## config.mk

```make
export PLATFORM = sky130hd
export DESIGN_NAME = hdmi_scanout_fetch
export DESIGN_NICKNAME = d
export VERILOG_FILES = /design/src/rtl/hdmi_scanout_fetch.sv
export SDC_FILE = /design/constraint.sdc
export NUM_CORES = 1
export LEC_CHECK = 0
export ABC_CLOCK_PERIOD_IN_PS = 3200
export BUFFER_PORTS_ARGS = -buffer_cell sky130_fd_sc_hd__buf_2
export CAP_MARGIN = 30
export CORE_MARGIN = 4
export CORE_UTILIZATION = 50
export DETAILED_ROUTE_END_ITERATION = 12
export HOLD_SLACK_MARGIN = 0.03
export PLACE_DENSITY = 0.91
export SYNTH_ARGS = -nofsm -noshare
export SYNTH_HDL_FRONTEND = slang
export SYNTH_SLANG_ARGS = --single-unit
```

## constraint.sdc

```tcl
create_clock -name ACLK -period 3.2 [get_ports ACLK]
set_clock_uncertainty 0.1 [all_clocks]
set_input_delay 0.16 -clock ACLK [delete_from_list [all_inputs] [get_ports ACLK]]
set_output_delay 0.16 -clock ACLK [all_outputs]
set_load 0.03 [all_outputs]
```

## src/rtl/hdmi_scanout_fetch.sv

```systemverilog
// Frame-buffer scanout read scheduler: issues credit- and outstanding-limited AXI AR bursts per frame.
// Define HDMI_FETCH_PERF_EN to build the PERF_STALL stall-cycle counter; otherwise PERF_STALL reads 0.
//
// state  | meaning
// IDLE   | waiting for an accepted FRAME_START
// ISSUE  | issuing AR bursts while credit, outstanding cap and EN allow
// DRAIN  | no more bursts; waiting for every outstanding burst's RLAST
module hdmi_scanout_fetch #(
   parameter int C_M_AXI_ADDR_WIDTH = 32,
   parameter int C_M_AXI_DATA_WIDTH = 512,
   parameter int BURST_LEN          = 16,
   parameter int MAX_OUTSTANDING    = 4,
   parameter int FIFO_DEPTH         = 256
) (
   input  logic                          ACLK,
   input  logic                          RST,
   input  logic                          EN,
   input  logic                          FRAME_START,
   input  logic [C_M_AXI_ADDR_WIDTH-1:0] BASE_ADDR,
   input  logic [15:0]                   FRAME_BURSTS,
   input  logic                          FIFO_POP,
   output logic [C_M_AXI_ADDR_WIDTH-1:0] M_ARADDR,
   output logic [7:0]                    M_ARLEN,
   output logic                          M_ARVALID,
   input  logic                          M_ARREADY,
   input  logic                          M_RVALID,
   input  logic                          M_RLAST,
   output logic                          M_RREADY,
   output logic                          BUSY,
   output logic                          DONE,
   output logic                          OVERRUN,
   output logic [31:0]                   PERF_STALL
);

   localparam int AW             = C_M_AXI_ADDR_WIDTH;
   localparam int BYTES_PER_BEAT = C_M_AXI_DATA_WIDTH / 8;
   localparam int BURST_BYTES    = BURST_LEN * BYTES_PER_BEAT;
   localparam int ALIGN_BITS     = $clog2(BURST_BYTES);
   localparam int CW             = $clog2(FIFO_DEPTH + 1);
   localparam int OW             = $clog2(MAX_OUTSTANDING + 1);

   localparam logic [AW-1:0] ALIGN_MASK = {AW{1'b1}} << ALIGN_BITS;
   localparam logic [AW-1:0] BURST_INC  = AW'(BURST_BYTES);
   localparam logic [CW-1:0] BL_C       = CW'(BURST_LEN);
   localparam logic [CW:0]   DEPTH_C    = (CW + 1)'(FIFO_DEPTH);
   localparam logic [OW-1:0] MAX_C      = OW'(MAX_OUTSTANDING);

   typedef enum logic [1:0] {
      S_IDLE,
      S_ISSUE,
      S_DRAIN
   } state_t;

   state_t          state, state_nxt;
   logic            ar_valid, ar_valid_nxt;
   logic            done, done_nxt;
   logic [AW-1:0]   ar_addr;
   logic [CW-1:0]   credit;
   logic [OW-1:0]   outstanding;
   logic [15:0]     remaining;
   logic            overrun;

   logic            ar_hs;
   logic            r_last_hs;
   logic            frame_go;
   logic            frame_empty;
   logic [CW-1:0]   credit_after;
   logic [OW-1:0]   outstanding_after;
   logic [15:0]     remaining_after;
   logic [CW:0]     credit_sum;
   logic [CW-1:0]   credit_nxt;
   logic            issue_ok;

   assign ar_hs       = ar_valid & M_ARREADY;
   assign r_last_hs   = M_RVALID & M_RREADY & M_RLAST;
   assign frame_go    = (state == S_IDLE) & FRAME_START & EN & (FRAME_BURSTS != 16'd0);
   assign frame_empty = (state == S_IDLE) & FRAME_START & (FRAME_BURSTS == 16'd0);

   // Counter values once this cycle's AR handshake is applied; the next burst is judged on these
   assign credit_after      = ar_hs ? (credit - BL_C) : credit;
   assign outstanding_after = ar_hs ? (outstanding + OW'(1)) : outstanding;
   assign remaining_after   = ar_hs ? (remaining - 16'd1) : remaining;

   assign issue_ok = (credit_after >= BL_C) && (outstanding_after < MAX_C)
                     && (remaining_after != 16'd0) && EN;

   assign credit_sum = {1'b0, credit_after} + {{CW{1'b0}}, FIFO_POP};
   assign credit_nxt = (credit_sum > DEPTH_C) ? DEPTH_C[CW-1:0] : credit_sum[CW-1:0];

   always_ff @(posedge ACLK) begin
      if (RST) begin
         state    <= S_IDLE;
         ar_valid <= 1'b0;
         done     <= 1'b0;
      end else begin
         state    <= state_nxt;
         ar_valid <= ar_valid_nxt;
         done     <= done_nxt;
      end
   end

   always_comb begin
      state_nxt    = state;
      ar_valid_nxt = 1'b0;
      done_nxt     = 1'b0;
      case (state)
         S_IDLE: begin
            if (frame_go) state_nxt = S_ISSUE;
            done_nxt = frame_empty;
         end
         S_ISSUE: begin
            if (ar_hs && (remaining == 16'd1)) begin
               state_nxt = S_DRAIN;
            end else if (!EN && !ar_valid) begin
               state_nxt = S_DRAIN;
            end
            // A presented address is never withdrawn before it is accepted
            if (ar_valid && !M_ARREADY) begin
               ar_valid_nxt = 1'b1;
            end else if ((state_nxt == S_ISSUE) && issue_ok) begin
               ar_valid_nxt = 1'b1;
            end
         end
         S_DRAIN: begin
            if (outstanding == '0) begin
               state_nxt = S_IDLE;
               done_nxt  = 1'b1;
            end
         end
         default: state_nxt = S_IDLE;
      endcase
   end

   always_ff @(posedge ACLK) begin
      if (RST) begin
         credit      <= DEPTH_C[CW-1:0];
         outstanding <= '0;
         remaining   <= 16'd0;
         ar_addr     <= '0;
         overrun     <= 1'b0;
      end else begin
         credit <= credit_nxt;
         if (r_last_hs && (outstanding_after != '0)) begin
            outstanding <= outstanding_after - OW'(1);
         end else begin
            outstanding <= outstanding_after;
         end
         remaining <= frame_go ? FRAME_BURSTS : remaining_after;
         if (frame_go) begin
            ar_addr <= BASE_ADDR & ALIGN_MASK;
         end else if (ar_hs) begin
            ar_addr <= ar_addr + BURST_INC;
         end
         if (frame_go) begin
            overrun <= 1'b0;
         end else if (FRAME_START && (state != S_IDLE)) begin
            overrun <= 1'b1;
         end
      end
   end

`ifdef HDMI_FETCH_PERF_EN
   logic [31:0] perf_stall;
   logic        stall;

   assign stall = (state == S_ISSUE) &&
                  ((ar_valid && !M_ARREADY) ||
                   ((remaining != 16'd0) && !ar_valid && (credit < BL_C)));

   always_ff @(posedge ACLK) begin
      if (RST) begin
         perf_stall <= 32'd0;
      end else if (frame_go) begin
         perf_stall <= 32'd0;
      end else if (stall && (perf_stall != 32'hFFFF_FFFF)) begin
         perf_stall <= perf_stall + 32'd1;
      end
   end

   assign PERF_STALL = perf_stall;
`else
   assign PERF_STALL = 32'd0;
`endif

   assign M_ARADDR  = ar_addr;
   assign M_ARLEN   = 8'(BURST_LEN - 1);
   assign M_ARVALID = ar_valid;
   assign BUSY      = (state != S_IDLE);
   assign M_RREADY  = BUSY;
   assign DONE      = done;
   assign OVERRUN   = overrun;

endmodule
```

==> results of run 1 <==
==> kinds of logic (layout without fill, tap and decap cells) <==
kind of cell / after synthesis / count (layout) / share of synthesized area, %
compound gates: 68 / 68 / 13.86
xor+xnor: 47 / 47 / 11.76
fa+ha+maj: 10 / 10 / 3.510
flops: 55 / 55 / 30.89
simple gates: 172 / 172 / 24.64
buf+inv: 85 / 121 / 14.53
mux: 2 / 2 / 0.5967
other cells: 2 / 50 / 0.2107
==> what timing repair did <==
action	4_1_cts	5_1_grt
buffers inserted	0	0
hold endpoints to repair	22	0
hold buffers	22	0
setup endpoints to repair	0	0
==> placed cells by master, fill, tap and decap left out, types with 14 or more instances in the layout <==
master         instances
a211oi_1              34
nand2_1               27
dfxtp_1               55
dlygate4sd3_1         22
nor2_1                69
conb_1                50
xor2_1                14
inv_1                 15
xnor2_1               32
buf_2                 72
==> stage by stage <==
step,area (µm²),power [W]
floorplan,3745,0.001089
global placement,3794,0.001120
detailed placement,3794,0.001131
CTS,4129,0.001626
global route,4129,0.001693
finish,4129,0.001613
==> final timing paths <==
kind | start | endpoint | slack (ns)
setup / recovery | credit[4] | credit[2] | 0.55
hold / removal | FRAME_BURSTS[14] | remaining[14] | 0.04
setup reg to reg | credit[4] | credit[2] | 0.55
hold reg to reg | state[0] | DONE | 0.39
==> routing by layer <==
layer	GRT usage, %	vias to the layer above	wire (µm)
met1	22.47	1453	3622
met5	0	-	0
met2	34.08	111	4157
li1	-	1597	-
met3	3.574	14	475
met4	6.807	0	136
==> flip-flops by register name, indices dropped and copies added (netlist names) <==
register     flops
M_ARADDR        22
remaining       16
credit           9
outstanding      3
state            2
DONE             1
M_ARVALID        1
OVERRUN          1
==> power by group <==
| group | total [W] | switching, W | internal [W] |
|---|---|---|---|
| Clock | 0.000473 | 0.000237 | 0.000236 |
| Sequential | 0.000765 | 0.0000423 | 0.000723 |
| Combinational | 0.000376 | 0.000247 | 0.000129 |
==> worst max-delay path: stages (launching register included) <==
cell      delay, ns
dfxtp_1        0.48
inv_1          0.10
ha_1           0.35
or2_1          0.24
o32ai_1        0.45
o211ai_1       0.20
xnor2_1        0.21
a41oi_1        0.31
nor2_1         0.09
==> layout make-up <==
type | instances | share of cell area [%]
clock buffer | 5 | 1.667
clock inverter | 3 | 1.121
inverter | 15 | 1.364
multi-input combinational | 349 | 51.48
sequential | 55 | 26.67
tap | 96 | 2.909
timing repair buffer | 98 | 14.79
==> flow_summary.ini, run 1 <==
[outcome]
status = completed

[power]
p_leak_nw = 1.731
powerDensity_nw_per_um2 = 390.8
ir_drop_mv = 0.2765

[worst_hold_path]
hold_path_depth = 3
hold_path_class = in -> reg

[floorplan]
core.rowCount = 30
start_util_pct = 51.89
core_um2 = 6869
die_w_um = 92.44
design.die.area_um2 = 8544
die_h_um = 92.44
io_pins = 133

[yosys]
syn_inst = 441
synth_edf_count = 0
yosys.area.top_type = dfxtp_1
yosysMostFrequentCell = nor2_1
async_flop_share_pct = 0
netlist_area_um2 = 3565
netlist.area_leader.share_pct = 30.89
synth_area_leaders = dfxtp_1 31%, buf_4 11%, xnor2_1 7.9%
yosysSeqAreaShare_pct = 30.89
synth_common_cells = 69 x nor2_1, 55 x dfxtp_1, 52 x buf_4
ys_warn_count = 0
ys.flop_type = dfxtp_1
synth_cell_types = 52
syn_area_per_cell_um2 = 8.083
synth_seq_cells = 55

[clocking]
cts_tree = built
clock_latency_ns = 0.31
cts_htree_levels = 2
cts_buffers = 5
ctsResizeCount = 0
cts.sinks = 55
cts_buffer_depth = 2
clk_pin_slew_worst_paths_ns = 0.11
root_buffer = clkbuf_8

[worst_setup_path]
start_kind = flop
cp_max_fo = 8
reg2regPathDepth = 8
crit_path_end_kind = flop
arrival_ns = 2.73
worst-setup-path-type = reg -> reg
worstPathRequired_ns = 3.29

[sta]
setup_viol = 0
drv_slew = 0
period_needed_ns = 2.646
rsz0062_at_grt = no
layout_setup_ws_ns = 0.5537
hold_viol_final = 0
max_slew.worst_pin.slew_ns = 0.6941
fin_tns_setup_ns = 0
max-slew-margin-rel_pct = 53.73
finalCritPeriodShare_pct = 82.70
whs_ns = 0.04197
max_freq_mhz = 377.9

[finish]
seq_area_um2 = 1101
fin_util_pct = 60.11
synthToLayoutAreaGrowth_pct = 15.83
final_layout_size_suffix_gt1_share_pct = 18.10
final_cells = 621
antenna_cells = 0
nets = 590
multiInputGateArea_um2 = 2126
nFillCells = 629

[global_route]
first_global_vias = 3140
grt_pass1_wl_um = 13630
grt_max_degree = 73
grt_overflow = 0
antenna_found_initial = 0
grt_usage_pct = 19.01

[routing]
drc = 0
drt_wl_total_um = 8391
antenna_left = 0
vias = 3175
viasPerCell = 5.113
wl_per_cell_um = 13.51
initialDrtViolationCount = 118
drtPass1Iterations = 4

[placed_design]
place_congestion = 0.9036
dp_hpwl_um = 6149
io_buffers = 72
placedCellCount = 591
dp_slack_ns = 0.6010

[flow_run]
drv_cap = 0
Note: power is estimated with default switching activity, not from simulation.
==> run 2: changes to the inputs <==
--- a/config.mk
+++ b/config.mk
@@ -5,7 +5,7 @@
 export SDC_FILE = /design/constraint.sdc
 export NUM_CORES = 1
 export LEC_CHECK = 0
-export ABC_CLOCK_PERIOD_IN_PS = 3200
+export ABC_CLOCK_PERIOD_IN_PS = 2700
 export BUFFER_PORTS_ARGS = -buffer_cell sky130_fd_sc_hd__buf_2
 export CAP_MARGIN = 30
 export CORE_MARGIN = 4
==> constraint.sdc (replaced) <==
create_clock -name ACLK -period 2.7 [get_ports ACLK]
set_clock_uncertainty 0.1 [all_clocks]
set_input_delay 0.135 -clock ACLK [delete_from_list [all_inputs] [get_ports ACLK]]
set_output_delay 0.135 -clock ACLK [all_outputs]
set_load 0.03 [all_outputs]
==> run 2 against run 1 <==
Net effect: clock power down 5.3%; non-clock buffer count up 13; sequential share of layout area down 0.66 points; register-to-register slack worse by 0.33 ns; routed wire length up 2.7%; global-route usage up 0.84 points.
==> flow_summary.ini, run 2 (synthesis gave the netlist of run 1 again) <==
[clocking]
cts_buffers = 5
cts_buffer_depth = 2
clk_pin_slew_worst_paths_ns = 0.09
root_buffer = clkbuf_8
cts_htree_levels = 2
clock_latency_ns = 0.31
cts_tree = built
cts.sinks = 55
ctsResizeCount = 0

[routing]
wl_per_cell_um = 13.59
met2_length_um = 4284
wl_met3_um = 524
viasPerCell = 5.142
wl_met1_um = 3625
drc = 0
antenna_left = 0
drtPass1Iterations = 4
vias = 3260
initialDrtViolationCount = 145
top_layer_used = met4
drt_wl_total_um = 8616

[floorplan]
core.rowCount = 30
core_um2 = 6869
die_w_um = 92.44
start_util_pct = 51.89
design.die.area_um2 = 8544
die_h_um = 92.44
io_pins = 133

[power]
switching_share_pct = 33.72
internal_power_w = 0.001203
p_leak_nw = 1.780
powerDensity_nw_per_um2 = 428.7
seqPwrFrac_pct = 50.0
clkPwrFrac_pct = 24.7
ir_drop_mv = 0.2451
pwr-share-comb_pct = 25.3
p_sw_w = 0.0006121

[worst_setup_path]
cp_max_fo = 4
worstPathRequired_ns = 2.83
crit_path_start = credit[5]
timing.rr.start = credit[5]
crit_path_end_kind = flop
worst-setup-path-type = reg -> reg
reg2regPathDepth = 8
arrival_ns = 2.60
start_kind = flop

[finish]
multiInputGateArea_um2 = 2126
seq_area_um2 = 1101
largest_register_ffs = 22
design_area_um2 = 4234
antenna_cells = 0
final_cell_mix = 72 x buf_2, 69 x nor2_1, 55 x dfxtp_1
fin_util_pct = 61.64
synthToLayoutAreaGrowth_pct = 18.78
final_layout_size_suffix_gt1_share_pct = 18.03
final_common_cell = buf_2
nFillCells = 604
nets = 603

[global_route]
grt_overflow = 0
first_global_vias = 3171
grt_usage_pct = 19.85
antenna_found_initial = 0
grt_max_degree = 73
grt_pass1_wl_um = 14210

[flow_run]
drv_cap = 0

[placed_design]
dp_hpwl_um = 6167
io_buffers = 72
place_congestion = 0.9000
place_area_um2 = 3829

[sta]
max_freq_mhz = 404.2
fin_tns_setup_ns = 0
drv_slew = 0
period_needed_ns = 2.474
hold_viol_final = 0
finalCritPeriodShare_pct = 91.62
setup_viol = 0
rsz0062_at_grt = no

[worst_hold_path]
min_from = FRAME_BURSTS[8]
hold_path_depth = 3
hold_path_class = in -> reg

[outcome]
status = completed
run 2: cell types whose count changed in the layout (fill, tap and decap cells not counted):
cell | before | now
dlygate4sd3_1 | 22 | 32
buf_4 | 4 | 6
buf_12 | 0 | 1
bufinv_16 | 1 | 0
clkbuf_1 | 0 | 1
clkinv_2 | 0 | 1
inv_6 | 1 | 0
run 2: worst paths after layout:
kind	to	slack, ns
worst max register to register	credit[5]	0.23
worst min register to register	DONE	0.40
worst min-delay path	remaining[8]	0.04
worst max-delay path	credit[5]	0.23
run 2: area by class of cell:
type | instances | area share (%)
multi-input cells | 349 | 50.21
inverters | 15 | 1.330
well taps | 96 | 2.837
flip-flops and latches | 55 | 26.00
clock buffers | 6 | 1.714
repair buffers | 111 | 17.61
clock inverters | 2 | 0.2955
run 2: stage by stage:
step / setup slack, ns / total power [W] / hold slack (ns) / cells
floorplan: 0.3984 / 0.001290 / 0.1710 / 489
global placement: 0.3832 / 0.001331 / 0.3084 / 594
detailed placement: 0.3357 / 0.001341 / 0.3249 / 594
CTS: 0.3126 / 0.001829 / 0.03507 / 634
global route: 0.09458 / 0.001912 / 0.06155 / 634
finish: 0.2262 / 0.001815 / 0.04293 / 634
run 2: timing repair:
| item | in CTS | in global routing |
|---|---|---|
| hold buffers | 32 | 0 |
| buffers inserted | 0 | 0 |
| endpoints found under the hold margin | 32 | 0 |
run 2: power groups by stage:
stage	logic, W	registers, W	clock network (W)
4_1_cts	0.000454	0.000907	0.000468
2_1_floorplan	0.000325	0.000965	0
3_5_place_dp	0.000416	0.000925	0
3_3_place_gp	0.000408	0.000922	0
6_report	0.000460	0.000908	0.000448
5_1_grt	0.000496	0.000915	0.000500
run 2: worst max-delay path, cell delays in order (launching register included):
cell and delay, ns:
dfxtp_1 0.37, inv_1 0.07, ha_1 0.32, or2_1 0.25, o32ai_1 0.42, o211ai_1 0.19
xnor2_1 0.31, nand2_1 0.17, nor3_1 0.20
run 2: per-layer routing:
| metal | up-vias | GRT usage [%] |
|---|---|---|
| met1 | 1513 | 24.17 |
| met4 | 0 | 7.054 |
| met2 | 110 | 35.05 |
| met3 | 17 | 3.331 |
| met5 | - | 0 |
| li1 | 1620 | - |
